[src/rtl/mpc_pkg.sv]
// Shared definitions for the mpc datapath: instruction/result widths, opcodes
// and the sequencer state encoding.
package mpc_pkg;

  localparam int INS_W = 18;
  localparam int RES_W = 9;

  localparam logic [1:0] OP_DEC = 2'b00;
  localparam logic [1:0] OP_SUB = 2'b01;
  localparam logic [1:0] OP_INC = 2'b10;
  localparam logic [1:0] OP_ADD = 2'b11;

  typedef enum logic [1:0] {
    IDLE = 2'd0,
    RUN  = 2'd1,
    DONE = 2'd2
  } seq_state_t;

endpackage

[src/rtl/mpc_seq_mem.sv]
// Program buffer for mpc_seq: DEPTH x INS_W register file with one synchronous
// write port and one combinational read port. Contents are not reset.
module mpc_seq_mem #(
  parameter int DEPTH = 16,
  parameter int INS_W = 18
) (
  input  logic                     clk_i,
  input  logic                     we_i,
  input  logic [$clog2(DEPTH)-1:0] waddr_i,
  input  logic [INS_W-1:0]         wdata_i,
  input  logic [$clog2(DEPTH)-1:0] raddr_i,
  output logic [INS_W-1:0]         rdata_o
);
  import mpc_pkg::*;

  logic [INS_W-1:0] mem_q [DEPTH];

  always_ff @(posedge clk_i) begin
    if (we_i) mem_q[waddr_i] <= wdata_i;
  end

  assign rdata_o = mem_q[raddr_i];

endmodule

[src/rtl/mpc_seq.sv]
// Instruction sequencer feeding the mpc ALU stage: loads a short program, then
// issues it one word per valid/ready transfer. MPC_SEQ_LOOP_EN adds loop_i replay.
//
// state | meaning
// IDLE  | program load / clear allowed, waiting for start
// RUN   | words issued on ins_o, one per transfer
// DONE  | single cycle, drives the done pulse
module mpc_seq #(
  parameter int DEPTH = 16,
  parameter int INS_W = mpc_pkg::INS_W
) (
  input  logic                     clk_i,
  input  logic                     rst_i,
`ifdef MPC_SEQ_LOOP_EN
  input  logic                     loop_i,
`endif
  input  logic                     wr_en_i,
  input  logic [INS_W-1:0]         wr_data_i,
  input  logic                     clear_i,
  input  logic                     start_i,
  input  logic                     ins_ready_i,
  output logic [INS_W-1:0]         ins_o,
  output logic                     ins_valid_o,
  output logic                     busy_o,
  output logic                     done_o,
  output logic [$clog2(DEPTH):0]   count_o,
  output logic                     overflow_o
);
  import mpc_pkg::*;

  localparam int PTR_W = $clog2(DEPTH);
  localparam int CNT_W = PTR_W + 1;

  seq_state_t       state_q;
  logic [PTR_W-1:0] rd_ptr_q, rd_ptr_d;
  logic [CNT_W-1:0] count_q, count_eff;
  logic [INS_W-1:0] ins_q, rdata, first_word;
  logic             ins_valid_q, busy_q, done_q, overflow_q;
  logic             wr_ok, xfer, last, loop_go;

`ifdef MPC_SEQ_LOOP_EN
  assign loop_go = loop_i;
`else
  assign loop_go = 1'b0;
`endif

  assign wr_ok     = (state_q == IDLE) && wr_en_i && !clear_i && (count_q < CNT_W'(DEPTH));
  assign xfer      = ins_valid_q && ins_ready_i;
  assign last      = ({1'b0, rd_ptr_q} == (count_q - CNT_W'(1)));
  assign count_eff = clear_i ? '0 : count_q + CNT_W'(wr_ok);
  // A word written in the start cycle into an empty buffer is not yet readable.
  assign first_word = (wr_ok && (count_q == '0)) ? wr_data_i : rdata;

  always_comb begin
    rd_ptr_d = rd_ptr_q;
    if (state_q != RUN) rd_ptr_d = '0;
    else if (xfer)      rd_ptr_d = last ? '0 : rd_ptr_q + PTR_W'(1);
  end

  mpc_seq_mem #(.DEPTH(DEPTH), .INS_W(INS_W)) u_mem (
    .clk_i   (clk_i),
    .we_i    (wr_ok),
    .waddr_i (count_q[PTR_W-1:0]),
    .wdata_i (wr_data_i),
    .raddr_i (rd_ptr_d),
    .rdata_o (rdata)
  );

  always_ff @(posedge clk_i or posedge rst_i) begin
    if (rst_i) begin
      state_q     <= IDLE;
      rd_ptr_q    <= '0;
      count_q     <= '0;
      ins_q       <= '0;
      ins_valid_q <= 1'b0;
      busy_q      <= 1'b0;
      done_q      <= 1'b0;
      overflow_q  <= 1'b0;
    end else begin
      done_q <= 1'b0;
      case (state_q)
        IDLE: begin
          if (clear_i) begin
            count_q    <= '0;
            overflow_q <= 1'b0;
          end else if (wr_en_i) begin
            if (wr_ok) count_q <= count_q + CNT_W'(1);
            else       overflow_q <= 1'b1;
          end
          if (start_i) begin
            rd_ptr_q <= '0;
            if (count_eff != '0) begin
              state_q     <= RUN;
              busy_q      <= 1'b1;
              ins_valid_q <= 1'b1;
              ins_q       <= first_word;
            end else begin
              state_q <= DONE;
              done_q  <= 1'b1;
            end
          end
        end
        RUN: begin
          if (wr_en_i) overflow_q <= 1'b1;
          if (xfer) begin
            if (last && !loop_go) begin
              state_q     <= DONE;
              busy_q      <= 1'b0;
              ins_valid_q <= 1'b0;
              ins_q       <= '0;
              done_q      <= 1'b1;
              rd_ptr_q    <= '0;
            end else begin
              rd_ptr_q <= rd_ptr_d;
              ins_q    <= rdata;
            end
          end
        end
        default: begin
          if (wr_en_i) overflow_q <= 1'b1;
          state_q <= IDLE;
        end
      endcase
    end
  end

  assign ins_o       = ins_q;
  assign ins_valid_o = ins_valid_q;
  assign busy_o      = busy_q;
  assign done_o      = done_q;
  assign count_o     = count_q;
  assign overflow_o  = overflow_q;

endmodule
[config.mk]
export PLATFORM = sky130hd
export DESIGN_NAME = mpc_seq
export DESIGN_NICKNAME = d
export VERILOG_FILES = /design/src/rtl/mpc_pkg.sv /design/src/rtl/mpc_seq_mem.sv /design/src/rtl/mpc_seq.sv
export SDC_FILE = /design/constraint.sdc
export NUM_CORES = 1
export LEC_CHECK = 0
export BUFFER_PORTS_ARGS = -buffer_cell sky130_fd_sc_hd__buf_2
export CAP_MARGIN = 15
export CORE_AREA = 5 5 285 204
export CTS_BUF_LIST = sky130_fd_sc_hd__clkbuf_4
export CTS_CLUSTER_DIAMETER = 200
export DETAILED_ROUTE_END_ITERATION = 12
export DIE_AREA = 0 0 290 209
export GPL_ROUTABILITY_DRIVEN = 0
export PLACE_DENSITY_LB_ADDON = 0.2
export SYNTH_ARGS = -nofsm -noshare
export SYNTH_HDL_FRONTEND = slang
export SYNTH_SLANG_ARGS = --single-unit
[constraint.sdc]
create_clock -name clk_i -period 3.71 [get_ports clk_i]
set_input_delay 0.1855 -clock clk_i [delete_from_list [all_inputs] [get_ports clk_i]]
set_output_delay 0.1855 -clock clk_i [all_outputs]
set_load 0.05 [all_outputs]
==> results.sh <==
export IMPL_ys_flop_type="edfxtp_1"
export IMPL_ant_nets=0
export IMPL_final_area_mm2=0.0191
export IMPL_crit_path_end_kind="flip-flop"
export IMPL_fin_tns_setup_ns=0
export IMPL_min_path_type="input port to asynchronous set/reset pin"
export IMPL_synth_compound_area_share_pct=18.4
export IMPL_fmax_mhz=298
export IMPL_row_count=73
export IMPL_seq_area_frac_synth_pct=58.0
export IMPL_grt_pass1_wl_um=86200
export IMPL_initial_core_util_pct=29.4
export IMPL_drive_gt1_share_pct=19.5
export IMPL_power_density_mw_per_mm2=676
export IMPL_slew_headroom_pct=36.1
export IMPL_grt_start_max_net_pins=116
export IMPL_io_buffers=50
export IMPL_fin_skew_ns=0.0486
export IMPL_fin_crit_ns=3.36
export IMPL_ff2ff_setup_slack_ns=0.35
export IMPL_drv_cap=0
export IMPL_synth_top_family_by_area="compound AO/OA/AOI/OAI gates"
export IMPL_clock_latency_ns=0.77
export IMPL_synth_nets=1508
export IMPL_grt_overflow_total=0
export IMPL_outcome="completed"
export IMPL_root_buffer="clkbuf_4"
export IMPL_finalCritPeriodShare_pct=90.5
export IMPL_avgSynthCellArea_um2=11.0
export IMPL_power_leakage_nw=6.52
export IMPL_final_cells=2393
export IMPL_place_area_mm2=0.0177
export IMPL_cts_num_sinks=320
export IMPL_post_route_util_pct=34.3
export IMPL_final_nets=1607
export IMPL_async_flop_share_pct=10.0
export IMPL_antenna_found_initial=1
export IMPL_fp_dieW_um=290
export IMPL_nFillCells=5612
export IMPL_boundaryPins=51
export IMPL_final_common_cell="edfxtp_1"
export IMPL_finalSetupViolCount=0
export IMPL_ys_seq_elements=320
export IMPL_wirelength_um=58100
export IMPL_via_per_inst=5.62
export IMPL_p_switching_mw=5.50
export IMPL_final_max_slew_viol_count=0
export IMPL_syn_inst=1477
export IMPL_grt_usage_pct=18.5
export IMPL_synth_warnings=0
export IMPL_synth_fa_ha_area_share_pct=0.537
export IMPL_dieHeight_um=209
export IMPL_r2r_start="count_o[0]"
export IMPL_htree_levels=3
export IMPL_r2r_end="ins_o[9]"
export IMPL_clockBufferDepth=3
export IMPL_finalPower_mw=12.9
export IMPL_switching_share_pct=42.6
export IMPL_area_growth_pct=16.9
export IMPL_cts_buffers=85
export IMPL_hpwl_um=35200
export IMPL_cp_arrival_ns=3.99
export IMPL_worst_slew_pin_slew_ns=0.959
export IMPL_comb_power_share_pct=40.0
export IMPL_critPathKind="flip-flop to flip-flop"
export IMPL_pwr_share_seq_pct=34.2
export IMPL_synth_area_mm2=0.0163
export IMPL_final_cell_mix="edfxtp_1, nor2_1, clkbuf_4, nand3_1, a211oi_1"
export IMPL_grt_pass1_vias=13200
export IMPL_synthMuxAreaShare_pct=1.17
export IMPL_crit_path_max_fanout=50
export IMPL_ys_types=62
export IMPL_setup_worst_path_start_class="flip-flop"
export IMPL_dpl_cell_count=2215
export IMPL_synth_simple_area_share_pct=18.0
export IMPL_core_region_area_mm2=0.0555
export IMPL_holdWs_ns=0.182
export IMPL_post_place_ws_ns=0.384
export IMPL_cts_tree="yes"
export IMPL_hold_violations=0
export IMPL_timing_final_ws_setup_ns=0.353
export IMPL_post_route_drc_count=0
export IMPL_internal_power_mw=7.39
export IMPL_wire_per_inst_um=24.3
export IMPL_cp_required_ns=4.35
export IMPL_synth_edf_count=288
export IMPL_vias=13500
export IMPL_synthXorXnorAreaFrac_pct=0.261
export IMPL_clkTransAtPathRegs_ns=0.08
export IMPL_firstDrtPassIters=5
export IMPL_drtIter0Drc=1579
export IMPL_reg2regPathDepth=13
export IMPL_p_clk_share_pct=25.8
export IMPL_ir_worst_vdd_mv=0.367
export IMPL_rsz0062_at_grt="no"
export IMPL_design_die_area_mm2=0.0606
==> worst max-delay path, cell delays in order (launching register included) <==
cell      delay (ns)
dfrtp_1         0.39
inv_1           0.12
ha_1            0.27
nand4b_1        0.12
a21o_1          0.25
a21o_1          0.25
buf_4           0.26
o21ai_4         0.18
buf_12          0.29
buf_4           0.28
o311ai_0        0.14
o22ai_1         0.24
o221ai_1        0.13
o41ai_1         0.27
==> power by group through the flow <==
stage          Clock (mW)  Combinational [mW]  Sequential [mW]
5_1_grt              3.62                5.53             4.44
6_report             3.32                5.16             4.41
3_3_place_gp            0                5.06             4.49
2_1_floorplan           0                2.86             4.76
3_5_place_dp            0                5.10             4.48
4_1_cts              3.43                5.15             4.41
==> logic make-up (layout without fill, tap and decap cells) <==
family | after synthesis | after routing
simple gates | 581 | 581
compound gates | 404 | 404
flops | 320 | 320
buf+inv | 142 | 306
mux | 19 | 19
fa+ha+maj | 7 | 7
xor+xnor | 4 | 4
other cells | 0 | 2
==> area by class of cell <==
cell class                      count  area, um2  share of cell area (%)
Sequential cell                   320       9450                    49.6
Multi-Input combinational cell   1015       6350                    33.3
Tap cell                          750        938                    4.92
Clock buffer                      131        983                    5.16
Clock inverter                     21        145                   0.762
Inverter                            8       30.0                   0.158
Timing Repair Buffer              146       1160                    6.07
Antenna cell                        2       5.00                  0.0263
==> routing by layer <==
layer  GRT usage (%)  share of wire, %
met1            27.4                47
met2            27.2                42
met3            4.13               7.9
met4            5.63               2.7
met5               0                 0
==> flip-flops by register name (all words and copies together) (netlist names) <==
register and flops:
busy_o 1, count_o 5, done_o 1, ins_o 18
overflow_o 1, rd_ptr_q 4, state_q 2, u_mem.mem_q 288
==> cells in the mapped netlist, types with 18 or more instances <==
cell / instances / area (um2)
o211ai_1: 18 / 135
or3_1: 20 / 125
nand2b_1: 42 / 263
edfxtp_1: 288 / 8650
and3_1: 55 / 344
a21oi_1: 25 / 125
nor2b_1: 20 / 125
o311ai_0: 18 / 158
a211oi_1: 88 / 661
o22ai_1: 35 / 219
and2_1: 18 / 113
o21ai_0: 86 / 430
o221ai_1: 53 / 464
clkbuf_1: 92 / 345
nand3_1: 99 / 495
nor3_1: 56 / 280
mux2i_1: 19 / 190
nor2_1: 157 / 589
buf_2: 24 / 120
dfrtp_1: 32 / 801
nand2_1: 78 / 293
==> what timing repair did <==
item | 4_1_cts | 5_1_grt
hold buffers | 24 | 0
buffers inserted | 0 | 0
hold endpoints to repair | 343 | 0
gates resized for setup | 0 | 0
==> how the worst max path moves through the flow <==
stage | from | endpoint | slack [ns] | depth (start not counted)
finish | count_o[0] | ins_o[9] | 0.35 | 13
global route | count_o[0] | ins_o[9] | 0.16 | 13
CTS | count_o[3] | ins_o[14] | 0.35 | 9
detailed placement | count_o[3] | ins_o[14] | 0.38 | 9
global placement | count_o[3] | ins_o[14] | 0.38 | 9
floorplan | count_o[4] | ins_o[0] | 0.47 | 14
Power figures use the tool's default switching activity.
